File: src/rtl/uart_rx.sv
// 8N1 UART receiver: two-flop input sync, mid-bit sampling FSM and a one-deep
// valid/ready output register with framing-error and overrun pulses.
module uart_rx #(
  parameter int CLK_FRE   = 50,
  parameter int BAUD_RATE = 115200
) (
  input  logic       clk,
  input  logic       rst,
  input  logic       rx_pin,
  output logic [7:0] rx_data,
  output logic       rx_data_valid,
  input  logic       rx_data_ready,
  output logic       rx_frame_err,
  output logic       rx_overrun
);

  localparam int          CYCLE     = CLK_FRE * 1000000 / BAUD_RATE;
  localparam logic [31:0] BIT_LAST  = 32'(CYCLE - 1);
  localparam logic [31:0] HALF_LAST = 32'(CYCLE / 2 - 1);

  typedef enum logic [1:0] {
    S_IDLE    = 2'd0,
    S_START   = 2'd1,
    S_REC_BIT = 2'd2,
    S_STOP    = 2'd3
  } state_t;

  state_t      state;
  state_t      state_next;
  logic        sync1;
  logic        sync2;
  logic        prev;
  logic        fall;
  logic [31:0] cycle_cnt;
  logic [31:0] cycle_cnt_next;
  logic [2:0]  bit_cnt;
  logic [2:0]  bit_cnt_next;
  logic [7:0]  shift;
  logic [7:0]  shift_next;
  logic        byte_done;
  logic        frame_err;

  // Synchronizer and edge register; resetting to 1 means a low line needs a fresh fall.
  always_ff @(posedge clk or posedge rst) begin
    if (rst) begin
      sync1 <= 1'b1;
      sync2 <= 1'b1;
      prev  <= 1'b1;
    end else begin
      sync1 <= rx_pin;
      sync2 <= sync1;
      prev  <= sync2;
    end
  end

  assign fall = prev & ~sync2;

  // FSM state and datapath registers.
  always_ff @(posedge clk or posedge rst) begin
    if (rst) begin
      state     <= S_IDLE;
      cycle_cnt <= 32'd0;
      bit_cnt   <= 3'd0;
      shift     <= 8'h00;
    end else begin
      state     <= state_next;
      cycle_cnt <= cycle_cnt_next;
      bit_cnt   <= bit_cnt_next;
      shift     <= shift_next;
    end
  end

  // Next-state logic: half-bit wait in S_START, then sample every full bit.
  always_comb begin
    state_next     = state;
    cycle_cnt_next = cycle_cnt;
    bit_cnt_next   = bit_cnt;
    shift_next     = shift;
    byte_done      = 1'b0;
    frame_err      = 1'b0;
    case (state)
      S_IDLE: begin
        cycle_cnt_next = 32'd0;
        if (fall) begin
          state_next = S_START;
        end else begin
          state_next = S_IDLE;
        end
      end
      S_START: begin
        if (cycle_cnt == HALF_LAST) begin
          cycle_cnt_next = 32'd0;
          bit_cnt_next   = 3'd0;
          if (!sync2) begin
            state_next = S_REC_BIT;
          end else begin
            state_next = S_IDLE;
          end
        end else begin
          cycle_cnt_next = cycle_cnt + 32'd1;
        end
      end
      S_REC_BIT: begin
        if (cycle_cnt == BIT_LAST) begin
          cycle_cnt_next      = 32'd0;
          shift_next[bit_cnt] = sync2;
          if (bit_cnt == 3'd7) begin
            state_next = S_STOP;
          end else begin
            bit_cnt_next = bit_cnt + 3'd1;
          end
        end else begin
          cycle_cnt_next = cycle_cnt + 32'd1;
        end
      end
      S_STOP: begin
        if (cycle_cnt == BIT_LAST) begin
          cycle_cnt_next = 32'd0;
          state_next     = S_IDLE;
          if (sync2) begin
            byte_done = 1'b1;
          end else begin
            frame_err = 1'b1;
          end
        end else begin
          cycle_cnt_next = cycle_cnt + 32'd1;
        end
      end
      default: begin
        state_next     = S_IDLE;
        cycle_cnt_next = 32'd0;
      end
    endcase
  end

  // One-deep output register; a byte arriving while it is full and not draining is dropped.
  always_ff @(posedge clk or posedge rst) begin
    if (rst) begin
      rx_data       <= 8'h00;
      rx_data_valid <= 1'b0;
      rx_frame_err  <= 1'b0;
      rx_overrun    <= 1'b0;
    end else begin
      rx_frame_err <= frame_err;
      rx_overrun   <= byte_done & rx_data_valid & ~rx_data_ready;
      if (byte_done && (!rx_data_valid || rx_data_ready)) begin
        rx_data       <= shift;
        rx_data_valid <= 1'b1;
      end else if (rx_data_valid && rx_data_ready) begin
        rx_data_valid <= 1'b0;
      end else begin
        rx_data_valid <= rx_data_valid;
      end
    end
  end

endmodule

File: config.mk
export PLATFORM = sky130hd
export DESIGN_NAME = uart_rx
export DESIGN_NICKNAME = d
export VERILOG_FILES = /design/src/rtl/uart_rx.sv
export SDC_FILE = /design/constraint.sdc
export NUM_CORES = 1
export LEC_CHECK = 0
export ABC_CLOCK_PERIOD_IN_PS = 3500
export BUFFER_PORTS_ARGS = -buffer_cell sky130_fd_sc_hd__clkbuf_2
export CAP_MARGIN = 20
export CORE_MARGIN = 2
export CORE_UTILIZATION = 51
export CTS_CLUSTER_DIAMETER = 100
export DETAILED_ROUTE_END_ITERATION = 6
export GPL_ROUTABILITY_DRIVEN = 1
export GPL_TIMING_DRIVEN = 0
export HOLD_SLACK_MARGIN = 0.08
export PLACE_DENSITY_LB_ADDON = 0.2
export SLEW_MARGIN = 20
export SYNTH_ARGS = -nofsm -noshare
export SYNTH_HDL_FRONTEND = slang
export SYNTH_SLANG_ARGS = --single-unit
File: constraint.sdc
create_clock -name clk -period 3.5 [get_ports clk]
set_input_delay 0.7 -clock clk [delete_from_list [all_inputs] [get_ports clk]]
set_output_delay 0.7 -clock clk [all_outputs]
set_load 0.1 [all_outputs]
; ---- After elaboration in Yosys (flattened, before gate mapping)
; Index checks and enable logic that the tools add are counted.
[totals]
register_bits = 59
elab_cells = 68
output_inout_bits = 11
[op_classes]
eq_ne = 11
n_addsub = 2
reduce_logical = 12
n_lt_le_gt_ge = 2
muxes = 25
bitwise = 5
[op_table]
columns = cell, n
row1 = $pmux 32 s3, 1
row2 = $mux 32, 2
row3 = $add 32x1->32 const B, 1
row4 = $eq 32x8->1 const B, 1
row5 = $eq 32x9->1 const B, 1
row6 = $mux 1, 10
row7 = $mux 2, 5
row8 = $ne 2x2->1 const B, 5
row9 = $mux 3, 3
row10 = $bwmux 8, 1
row11 = $pmux 2 s4, 1
row12 = $reduce_and 4->1, 2
row13 = $pmux 3 s2, 1
row14 = $eq 2x2->1 const B, 2
row15 = $lt 3x4->1 const B, 1
row16 = $reduce_bool 2->1, 2
row17 = $add 3x1->3 const B, 1
row18 = $and 1x1->1, 3
row19 = $demux 1 s3, 1
row20 = $eq 3x3->1 const B, 1
row21 = $ge 3x1->1 const B, 1
row22 = $logic_and 1x1->1, 3
row23 = $eq 2x1->1 const B, 1
row24 = $logic_not 2->1, 1
row25 = 5 further kinds, 6

; ---- Logic depth before layout (Yosys ltp)
; Gate-level depths: netlist of run 1.
[depth]
word_depth = 5
mapped_depth = 8
depth_no_buf = 7

; ---- Worst setup path before layout of run 1
; Ideal clock, no wire load.
[synth_timing]
kind = register to register
start = register cycle_cnt[21]
end = register shift[3]
setup_slack_ns = 1.369
path_stages_with_launch = 7
n_path_buf = 1
period_less_slack_ns = 2.131
setup_ns = 0.128
required_time_ns = 3.372
arrival_ns = 2.004
path_cell_list = dfrtp_1 -> nor4_1 -> nand4_1 -> or3_1 -> buf_2 -> nor4_1 -> mux2_1
[synth_between]
elab_chain_len = 2
[synth_lines]
columns = item, line
row1 = "start, declared", 34  ; logic [31:0] cycle_cnt;
row2 = "start signal, assigned", 67  ; cycle_cnt <= cycle_cnt_next;
row3 = $eq 32x9->1, 104  ; if (cycle_cnt == BIT_LAST) begin
row4 = $reduce_and 2->1 (no source line), n/a
row5 = "end signal, assigned", 69  ; shift <= shift_next;
row6 = "end, declared", 38  ; logic [7:0] shift;
; No other way between the ends.
; A chain may end at the register's enable or synchronous reset.

; ---- Final worst setup path of run 1
[layout_timing]
start = register cycle_cnt[11]
end = register shift[7]
; Same word-level chain as after synthesis.

==> impl_metrics.csv, run 1 <==
group,metric,value,unit
yosys,avgSynthCellArea,10.7,um2
die,core-area,0.00517,mm2
drt,wl_per_cell,14.1,um
die,dieArea,0.00605,mm2
yosys,synth_area,0.00278,mm2
final_layout,final_common_cell,"dfrtp_1",
timing,worstMarginPinSlew,0.880,ns
clock_network,hold_buffers,0,
worst_setup_path,worstPathRequired,3.71,ns
timing,skew,0.00996,ns
global_route,grt_pass1_vias,1915,
yosys,synth_nets,268,
yosys,synth.ff_latch_count,59,
clock_network,htreeDepth,3,
power,ir_drop,0.000369,V
job,max_cap_viol_count,0,
worst_setup_path,cp_max_fo,8,
clock_network,clkTransAtPathRegs,0.06,ns
power,power.leakage,1.46,nW
drt,drc_errors,0,
drt,routed_wl,5.07,mm
yosys,synth.area.top_cells,"dfrtp_1, xor2_1, mux2_2",
timing,drv_slew,0,
final_layout,fin_nets,293,
timing,rsz0062_at_grt,"false",
worst_setup_path,crit_chain,"nor4_1 -> nand4_1 -> or3_1 -> buf_2 -> nor4_1 -> mux2_1",
timing,final.min_clock_period,2.58,ns
clock_network,cts_inserted_buffers,9,
timing,fin_setup_tns,0,ns
yosys,ys_types,33,
worst_setup_path,cp_slowest_stage_delay,0.43,ns
drt,final_antenna_net_count,0,
timing,hold_violations,0,
global_route,track_usage,19.4,%
clock_network,post_cts.repair.setup_buffers,0,
timing,max_freq,387,MHz
worst_setup_path,crit_family,"simple AND/OR/NAND/NOR gates",
final_layout,nFillCells,426,
worst_setup_path,endpoint_kind,"register",
place,gp_congestion,0.771,
worst_setup_path,cp_common_cell,"nor4_1",
clock_network,cts_resized,0,
final_layout,layout_common_cells,"dfrtp_1, nor2_1, xor2_1",
yosys,ys_seq_area_share,53.3,%
worst_setup_path,critPathLaunchType,"register",
yosys,yosysTopAreaCellShare,50.5,%
yosys,async_flop_share,100,%
die,rows,26,
timing,setup_violations,0,
clock_network,cts_tree,"built",
yosys,ys.flop_type,"dfrtp_1",
worst_setup_path,cp_num_buf_inv,1,
yosys,synth_edf_count,0,
yosys,yosys.area.top_type,"dfrtp_1",
die,die-width,77.8,um
clock_network,cts.sinks,59,
timing,layout_setup_ws,0.916,ns
clock_network,clock_path_buffers,2,
drt,dr.first_iter.drc_count,126,
worst_setup_path,critPathKind,"reg -> reg",
place,place_hpwl,3.41,mm
drt,avgViaCountPerCell,5.38,
die,io_pins,15,
global_route,grt_overflow,0,
global_route,grt_pass1_wl,9.08,mm
place,dp_slack,0.964,ns
clock_network,root_buffer,"clkbuf_8",
power,power_density,487,mW/mm2
run_status,status,"finished, final reports clean",
timing,period_share,73.8,%
clock_network,clock_latency,0.33,ns
yosys,yosys_warnings,0,
hold_path,hp-class,"reg -> reg",
timing,slew_headroom,40.9,%
drt,via_count,1933,
final_layout,antennaDiodeCount,0,
yosys,synthCells,259,
global_route,grt_max_degree,60,
worst_setup_path,r2r_slack,0.92,ns
global_route,antenna_found_initial,0,
die,die_y,77.8,um
final_layout,drive_gt1_share,19.4,%
worst_setup_path,arrival,2.80,ns
die,initial_core_util,53.7,%
place,port_buffers,14,
drt,first_pass_iters,4,
final_layout,area_delta_synth_final,12.8,%
worst_setup_path,cp_slowest_cell,"or3_1",
## logic make-up (layout without fill, tap and decap cells)
kind of cell / Yosys count / count (layout) / share of synthesized area, %
muxes: 21 / 21 / 8.39
and+or+nand+nor: 125 / 125 / 22.9
adders and majority gates: 5 / 5 / 2.25
xor gates and xnor gates: 30 / 30 / 9.47
DFF: 59 / 59 / 53.3
AOI/OAI and AO/OA: 5 / 5 / 1.53
buffers and inverters: 14 / 44 / 2.07
## cells in the mapped netlist (all sizes together) (4+ instances only)
master	number
clkbuf	4
nand3	13
dfrtp	56
xnor2	7
xor2	23
inv	6
nand2	19
nor3	10
buf	4
ha	5
mux2	18
nor4	13
nor2	39
nand4	15
## layout make-up
cell class,instances,area [um2],area share [%]
Inverter,6,25.0,0.800
Timing Repair Buffer,14,70.1,2.24
Clock inverter,5,52.6,1.68
Buffer,8,35.0,1.12
Multi-Input combinational cell,186,1240,39.5
Clock buffer,11,141,4.52
Sequential cell,59,1480,47.3
Tap cell,70,87.6,2.80
## power by group
group | total, mW | internal [mW] | leakage [nW] | switching [mW]
combinational | 0.136 | 0.0555 | 0.569 | 0.0809
clock | 0.602 | 0.344 | 0.0991 | 0.257
sequential | 0.786 | 0.725 | 0.796 | 0.0613
## final timing paths
| kind | startpoint | endpoint | cells after the start |
|---|---|---|---|
| min in group asynchronous | rst | shift[5]$_DFFE_PP0P_ | 2 |
| max | cycle_cnt[11]$_DFF_PP0_ | shift[7]$_DFFE_PP0P_ | 6 |
| max reg2reg | cycle_cnt[11]$_DFF_PP0_ | shift[7]$_DFFE_PP0P_ | 6 |
| min reg2reg | sync1$_DFF_PP1_ | sync2$_DFF_PP1_ | 0 |
| min | sync1$_DFF_PP1_ | sync2$_DFF_PP1_ | 0 |
| max in group asynchronous | rst | cycle_cnt[2]$_DFF_PP0_ | 2 |
## per-stage QoR
step | hold slack (ns) | instance area, um2 | utilization [%] | power, mW | std cells
2_1_floorplan | 0.345 | 2780 | - | 0.892 | 259
3_3_place_gp | 0.347 | 2930 | 56.7 | 0.929 | 343
3_5_place_dp | 0.349 | 2940 | 56.7 | 0.935 | 343
4_1_cts | 0.361 | 3130 | 60.5 | 1.55 | 359
5_1_grt | 0.359 | 3130 | 60.5 | 1.61 | 359
6_report | 0.360 | 3130 | 60.5 | 1.52 | 359
## flip-flops by register name (all words and copies together) (netlist names), 3 cells and up, named ones only
register   count
cycle_cnt     32
rx_data        8
shift          8
bit_cnt        3
## routing by layer
metal | GRT usage, % | vias to the layer above | wire length [um]
met2 | 28.7 | 28 | 2250
li1 | - | 951 | -
met5 | 0 | - | 0
met4 | 5.36 | 0 | 46
met1 | 27.2 | 949 | 2590
met3 | 6.63 | 5 | 185
(Power assumes the default switching activity.)
==> run 2, diff against run 1 <==
ABC_CLOCK_PERIOD_IN_PS = 2700   (was 3500)
clock period = 2.7 ns   (was 3.5 ns; I/O delays follow)
==> impl_metrics.csv, run 2 (synthesis results as in run 1) <==
group,metric,value,unit
clock_network,clock_latency,0.33,ns
final_layout,nFillCells,426,
place,dp_slack,0.164,ns
die,die_y,77.8,um
power,power.leakage,1.47,nW
drt,avgViaCountPerCell,5.35,
die,core-area,0.00517,mm2
timing,final.min_clock_period,2.52,ns
hold_path,hp-class,"in -> reg",
clock_network,cts_tree,"built",
worst_setup_path,r2r_slack,0.18,ns
timing,fin_setup_tns,0,ns
final_layout,fin_nets,295,
timing,max_freq,397,MHz
final_layout,fin_util,60.8,%
global_route,grt_pass1_wl,9.08,mm
hold_path,min_delay_worst_endpoint,"sync1$_DFF_PP1_",
worst_setup_path,r2r-end,"shift[7]$_DFFE_PP0P_",
timing,drv_slew,0,
timing,period_share,93.3,%
die,rows,26,
die,initial_core_util,53.7,%
global_route,grt_pass1_vias,1915,
power,ir_drop,0.000491,V
drt,via_count,1932,
final_layout,fin_area,0.00314,mm2
final_layout,layout_common_cells,"dfrtp_1, nor2_1, xor2_1",
worst_setup_path,critPathLaunch,"cycle_cnt[11]$_DFF_PP0_",
die,die-width,77.8,um
clock_network,htreeDepth,3,
power,power_density,636,mW/mm2
timing,hold_violations,0,
global_route,antenna_found_initial,0,
timing,rsz0062_at_grt,"false",
clock_network,cts.sinks,59,
place,dp.cells,343,
final_layout,largest_register_ffs,32,
place,place_hpwl,3.41,mm
hold_path,hp-start,"rx_pin",
hold_path,holdPathStages,1,
clock_network,clkTransAtPathRegs,0.07,ns
place,port_buffers,14,
timing,setup_violations,0,
worst_setup_path,worst_r2r_startpoint,"cycle_cnt[11]$_DFF_PP0_",
drt,wl_per_cell,14.1,um
worst_setup_path,cp_max_fo,8,
drt,drc_errors,0,
timing,worstMarginPinSlew,0.900,ns
die,dieArea,0.00605,mm2
job,max_cap_viol_count,0,
worst_setup_path,arrival,2.73,ns
run_status,status,"finished, final reports clean",
final_layout,area_delta_synth_final,13.3,%
timing,slew_headroom,39.5,%
global_route,grt_max_degree,60,
drt,final_antenna_net_count,0,
worst_setup_path,worstPathRequired,2.91,ns
die,io_pins,15,
timing,layout_setup_ws,0.181,ns
final_layout,antennaDiodeCount,0,
worst_setup_path,r2r_cells,7,
global_route,grt_overflow,0,
final_layout,drive_gt1_share,19.9,%
global_route,track_usage,19.4,%
final_layout,final_common_cell,"dfrtp_1",
worst_setup_path,critPathLaunchType,"register",
clock_network,root_buffer,"clkbuf_8",
timing,skew,0.0101,ns
drt,routed_wl,5.09,mm
clock_network,clock_path_buffers,2,
worst_setup_path,endpoint_kind,"register",
final_layout,largest-register,"cycle_cnt",
drt,dr.first_iter.drc_count,162,
final_layout,reg.largest.list,"cycle_cnt x32, rx_data x8, shift x8",
clock_network,cts_inserted_buffers,9,
final_layout,fin_cells,361,
clock_network,cts_resized,0,
place,gp_congestion,0.771,
place,place_area,0.00294,mm2
drt,first_pass_iters,4,
worst_setup_path,critPathKind,"reg -> reg",
run 2: cell types whose count changed in the layout (fill, tap and decap cells not counted), sizes merged:
cell,before,now
buf,4,6
run 2: repair_timing:
item	CTS	global route
setup endpoints to repair	0	41
buffers inserted	0	2
hold buffers	0	0
run 2: final cells by class:
| cell class | count | area [um2] | area share [%] |
|---|---|---|---|
| inverters | 6 | 25.0 | 0.796 |
| flip-flops and latches | 59 | 1480 | 47.1 |
| clock buffers | 11 | 141 | 4.50 |
| multi-input cells | 186 | 1240 | 39.4 |
| clock inverters | 5 | 52.6 | 1.67 |
| well taps | 70 | 87.6 | 2.79 |
| repair buffers | 16 | 85.1 | 2.71 |
| plain buffers | 8 | 35.0 | 1.11 |
run 2: routing by layer:
| metal | vias to the layer above | routed length, um | track usage (%) |
|---|---|---|---|
| met5 | - | 0 | 0 |
| met4 | 0 | 44 | 5.36 |
| met3 | 4 | 183 | 6.63 |
| met2 | 27 | 2290 | 28.7 |
| met1 | 948 | 2570 | 27.2 |
| li1 | 953 | - | - |
run 2: worst max-delay path, cell delays in order, from the launching register on:
cell,delay [ns]
dfrtp_1,0.42
nor4_1,0.44
nand4_1,0.14
buf_4,0.19
or3_1,0.35
buf_2,0.18
nor4_1,0.35
mux2_1,0.35
run 2: through the flow:
step	power (mW)	hold slack (ns)
2_1_floorplan	1.16	0.345
3_3_place_gp	1.20	0.347
3_5_place_dp	1.21	0.349
4_1_cts	2.00	0.272
5_1_grt	2.11	0.265
6_report	2.00	0.285
run 2: worst max-delay path by stage:
stage | to | cells past startpoint
final | shift[7]$_DFFE_PP0P_ | 7
after detailed placement | shift[7]$_DFFE_PP0P_ | 6
after floorplan | shift[3]$_DFFE_PP0P_ | 6
after global placement | cycle_cnt[21]$_DFF_PP0_ | 2
after global routing | shift[7]$_DFFE_PP0P_ | 7
after CTS | shift[7]$_DFFE_PP0P_ | 6
run 2: power by group:
group	internal (mW)	total (mW)	switching, mW
clock network	0.446	0.782	0.335
registers	0.940	1.02	0.0782
logic	0.0893	0.199	0.110
